### config.mk
export PLATFORM = sky130hd
export DESIGN_NAME = nibble_scatter_bank
export DESIGN_NICKNAME = d
export VERILOG_FILES = /design/src/rtl/nibble_scatter_bank.sv
export SDC_FILE = /design/constraint.sdc
export NUM_CORES = 1
export LEC_CHECK = 0
export CAP_MARGIN = 10
export CORE_MARGIN = 5
export CORE_UTILIZATION = 57
export DETAILED_ROUTE_END_ITERATION = 7
export PLACE_DENSITY = 0.87
export SETUP_SLACK_MARGIN = 0.3
export SYNTH_ARGS = -nofsm -noshare
export SYNTH_HDL_FRONTEND = slang
export SYNTH_SLANG_ARGS = --single-unit
export TNS_END_PERCENT = 5
### constraint.sdc
create_clock -name clk -period 13.7 [get_ports clk]
set_clock_uncertainty 0.15 [all_clocks]
set_input_delay 2.055 -clock clk [delete_from_list [all_inputs] [get_ports clk]]
set_output_delay 2.055 -clock clk [all_outputs]
set_load 0.01 [all_outputs]
### src/rtl/nibble_scatter_bank.sv
// 32-slot x 4-bit register bank filled by an auto-incrementing nibble stream,
// with an addressed single-slot write and a combinational readback.
module nibble_scatter_bank #(
    parameter int NSLOT = 32,
    parameter int W     = 4
) (
    input  logic                 clk,
    input  logic                 reset,
    input  logic                 Start,
    input  logic [4:0]           Start_sel,
    input  logic [5:0]           Len,
    input  logic [W-1:0]         In,
    input  logic                 In_valid,
    output logic                 In_ready,
    input  logic                 Wr_en,
    input  logic [4:0]           Wr_sel,
    input  logic [W-1:0]         Wr_data,
    input  logic                 Clear,
    input  logic [4:0]           Rd_sel,
    output logic [W-1:0]         Rd_out,
    output logic [NSLOT*W-1:0]   Bank_flat,
    output logic                 Busy,
    output logic                 Done,
    output logic [4:0]           Ptr
);

    typedef enum logic [1:0] {
        ST_IDLE = 2'd0,
        ST_FILL = 2'd1,
        ST_DONE = 2'd2
    } state_t;

    state_t       r_state;
    state_t       w_state_nxt;
    logic [4:0]   r_ptr;
    logic [4:0]   w_ptr_nxt;
    logic [5:0]   r_rem;
    logic [5:0]   w_rem_nxt;
    logic         w_we;
    logic [4:0]   w_wsel;
    logic [W-1:0] w_wdata;
    logic         w_clr;
    logic [W-1:0] r_bank [NSLOT];

    always_ff @(posedge clk or posedge reset) begin
        if (reset) begin
            r_state <= ST_IDLE;
            r_ptr   <= '0;
            r_rem   <= '0;
        end else begin
            r_state <= w_state_nxt;
            r_ptr   <= w_ptr_nxt;
            r_rem   <= w_rem_nxt;
        end
    end

    // Clear outranks everything; a single write port serves both the
    // addressed write (IDLE) and the stream write (FILL).
    always_comb begin
        w_state_nxt = r_state;
        w_ptr_nxt   = r_ptr;
        w_rem_nxt   = r_rem;
        w_we        = 1'b0;
        w_wsel      = r_ptr;
        w_wdata     = In;
        w_clr       = 1'b0;
        if (Clear) begin
            w_clr       = 1'b1;
            w_state_nxt = ST_IDLE;
            w_ptr_nxt   = '0;
            w_rem_nxt   = '0;
        end else begin
            case (r_state)
                ST_IDLE: begin
                    if (Start) begin
                        w_ptr_nxt   = Start_sel;
                        w_rem_nxt   = (Len > 6'd32) ? 6'd32 : Len;
                        w_state_nxt = (Len == 6'd0) ? ST_DONE : ST_FILL;
                    end else if (Wr_en) begin
                        w_we    = 1'b1;
                        w_wsel  = Wr_sel;
                        w_wdata = Wr_data;
                    end
                end
                ST_FILL: begin
                    if (In_valid) begin
                        w_we      = 1'b1;
                        w_wsel    = r_ptr;
                        w_wdata   = In;
                        w_ptr_nxt = r_ptr + 5'd1;
                        w_rem_nxt = r_rem - 6'd1;
                        if (r_rem == 6'd1) begin
                            w_state_nxt = ST_DONE;
                        end
                    end
                end
                ST_DONE: begin
                    w_state_nxt = ST_IDLE;
                end
                default: begin
                    w_state_nxt = ST_IDLE;
                end
            endcase
        end
    end

    always_ff @(posedge clk or posedge reset) begin
        if (reset) begin
            for (int unsigned k = 0; k < NSLOT; k++) begin
                r_bank[k] <= '0;
            end
        end else if (w_clr) begin
            for (int unsigned k = 0; k < NSLOT; k++) begin
                r_bank[k] <= '0;
            end
        end else if (w_we) begin
            r_bank[w_wsel] <= w_wdata;
        end
    end

    always_comb begin
        Bank_flat = '0;
        for (int unsigned k = 0; k < NSLOT; k++) begin
            Bank_flat[k*W +: W] = r_bank[k];
        end
    end

    assign Rd_out   = r_bank[Rd_sel];
    assign Busy     = (r_state == ST_FILL);
    assign In_ready = (r_state == ST_FILL);
    assign Done     = (r_state == ST_DONE);
    assign Ptr      = r_ptr;

endmodule

==> results_dict.tcl <==
set metrics [dict create \
    status "finished, final reports clean" \
    syn_to_final_growth_pct 25.49 \
    cp.required_ns 11.49 \
    critical_path_class "input port to output port" \
    post_drt_wl_per_cell_um 31.27 \
    grt_pass1_wl_um 51890 \
    dpl-instance-area_sq_um 10810 \
    hold_viol 0 \
    root_buffer "clkbuf_16" \
    synth.distinct_cells 51 \
    start_util_pct 57.86 \
    stdcell_area_sq_um 11450 \
    cp-end-kind "output port" \
    htree_levels 4 \
    grt_overflow 0 \
    io_buffers 174 \
    die_x_um 136.5 \
    syn_inst 750 \
    drt_wl_total_um 34520 \
    drc_errors 0 \
    ys_seq_area_share_pct 38.67 \
    cts_tree "built" \
    syn-cell-area_sq_um 9125 \
    drive_gt1_share_pct 18.94 \
    viasPerCell 7.762 \
    io-pin-count 175 \
    layout_common_cells "clkdlybuf4s50_1, dfrtp_1, nor4b_1" \
    postSynthAreaPerCell_sq_um 12.17 \
    drtIter0Drc 1282 \
    async_flop_share_pct 100.0 \
    final_common_cell "clkdlybuf4s50_1" \
    hold_path_class "flop to flop" \
    num_vias 8569 \
    fillers 1102 \
    first_pass_iters 5 \
    yosys_warnings 0 \
    grt_usage_pct 37.25 \
    antenna_found_initial 5 \
    clkLatencyLatePin_ns 0.43 \
    rsz0062_at_grt "no" \
    numCtsBuffers 17 \
    cts_setup_buffers 0 \
    ys_seq_elements 141 \
    nets 912 \
    slew_violations 0 \
    gp_congestion 0.9875 \
    tightest_slew_ns 1.123 \
    maxSlewHeadroom_pct 24.91 \
    synth_ff_type "dfrtp_1" \
    min_period_ns 6.915 \
    p_leak_nw 4.337 \
    startpoint_type "input port" \
    syn_nets 788 \
    grt_max_degree 93 \
    synth_top_area_share_pct 38.67 \
    cts_resized 0 \
    synth_edf_count 0 \
    worstPathArrival_ns 4.71 \
    grt_pass1_vias 8348 \
    clock_sinks 141 \
    dieArea_sq_um 18640 \
    hold_buffers 0 \
    num_rows 46 \
    synth_area_leaders "dfrtp_1, a221o_1, nor4b_1" \
    cap_viol_max_count 0 \
    clk_path_buf_depth 2 \
    design.core.area_sq_um 15770 \
    clk_pin_slew_ns 0.06 \
    max_freq_ghz 0.1446 \
    ir_drop_mv 0.09193 \
    layout.area.seq_sq_um 3528 \
    die_y_um 136.5 \
    finalSetupTns_ns 0 \
    p_per_area_nw_per_um2 114.3 \
    multi_input_area_sq_um 5174 \
    fin_crit_sh_pct 50.47 \
    path_max_fanout 32 \
    finalSetupViolCount 0 \
    synth_area_leader_cell "dfrtp_1" \
    hpwl_um 24140 \
    ant_nets 0 \
]
## where the power goes
part	internal, mW	leakage [nW]	switching (mW)
combinational	0.124	2.07	0.182
clock	0.308	0.307	0.196
sequential	0.443	1.96	0.0571
total	0.875	4.34	0.434
## synth_stat cells, drive strengths merged, types with 7 or more instances
cell / instances
nor2: 15
a221o: 128
nor4b: 129
nand2: 13
buf: 53
nor4: 33
nand2b: 7
clkbuf: 27
mux4: 40
dfrtp: 141
a211oi: 28
or3b: 9
a21oi: 8
or2: 36
nand3b: 8
o21ai: 19
## registers in the layout, summed over array words and instances (netlist names)
register,cells
Bank_flat,128
Ptr,5
r_rem,6
r_state,2
## kinds of logic after synthesis
group                    after synthesis  synth area share (%)
buffers and inverters                 86                 4.785
adder cells (fa/ha/maj)                3                0.4114
AND/OR/NAND/NOR                      269                 25.50
AO/OA/AOI/OAI                        205                 20.03
flip-flops                           141                 38.67
multiplexers                          46                 10.60
## path summary, 6_finish.rpt
kind | cells after the start | endpoint | slack (ns) | start
max | 6 | Rd_out[0] | 6.79 | Rd_sel[2]
min | 2 | r_rem[5]$_DFFE_PP0P_ | 0.38 | r_rem[5]$_DFFE_PP0P_
max reg2reg | 6 | Bank_flat[120]$_DFFE_PP0P_ | 9.72 | r_state[0]$_DFFE_PP0P_
min reg2reg | 2 | r_rem[5]$_DFFE_PP0P_ | 0.38 | r_rem[5]$_DFFE_PP0P_
max in group asynchronous | 3 | Bank_flat[62]$_DFFE_PP0P_ | 9.94 | reset
min in group asynchronous | 2 | r_rem[1]$_DFFE_PP0P_ | 1.95 | reset
## worst max-delay path, stage by stage
cell	delay [ns]
clkdlybuf4s50_1	0.46
buf_4	0.38
mux4_2	0.58
mux4_2	0.46
mux2_2	0.29
clkdlybuf4s50_1	0.49
## metrics by stage
stage | power, mW | setup WS [ns] | std cells | hold slack [ns] | utilization [%]
final | 1.309 | 6.785 | 1104 | 0.3761 | 72.61
after global routing | 1.344 | 6.661 | 1104 | 0.4257 | 72.61
after CTS | 1.297 | 6.797 | 1103 | 0.3752 | 72.60
after detailed placement | 0.7985 | 6.806 | 1071 | 0.3600 | 68.57
after global placement | 0.7872 | 6.821 | 1071 | 0.3526 | 68.57
after floorplan | 0.6757 | 7.714 | 750 | 0.3218 | -
## layer usage
layer / up-vias / global-route usage (%) / wire length, um
li1: 3470 / - / -
met1: 4233 / 47.15 / 12320
met2: 714 / 58.68 / 16000
met3: 144 / 11.91 / 4395
met4: 8 / 16.80 / 1739
met5: - / 0 / 69
## cell type report
type	count	share of cell area, %
diodes	1	0.02185
clock buffers	17	3.715
clock inverters	15	1.825
inverters	6	0.2185
multi-input cells	523	45.18
flip-flops and latches	141	30.81
well taps	216	2.360
repair buffers	185	15.87
No activity file was read; power rests on OpenSTA's default activity.
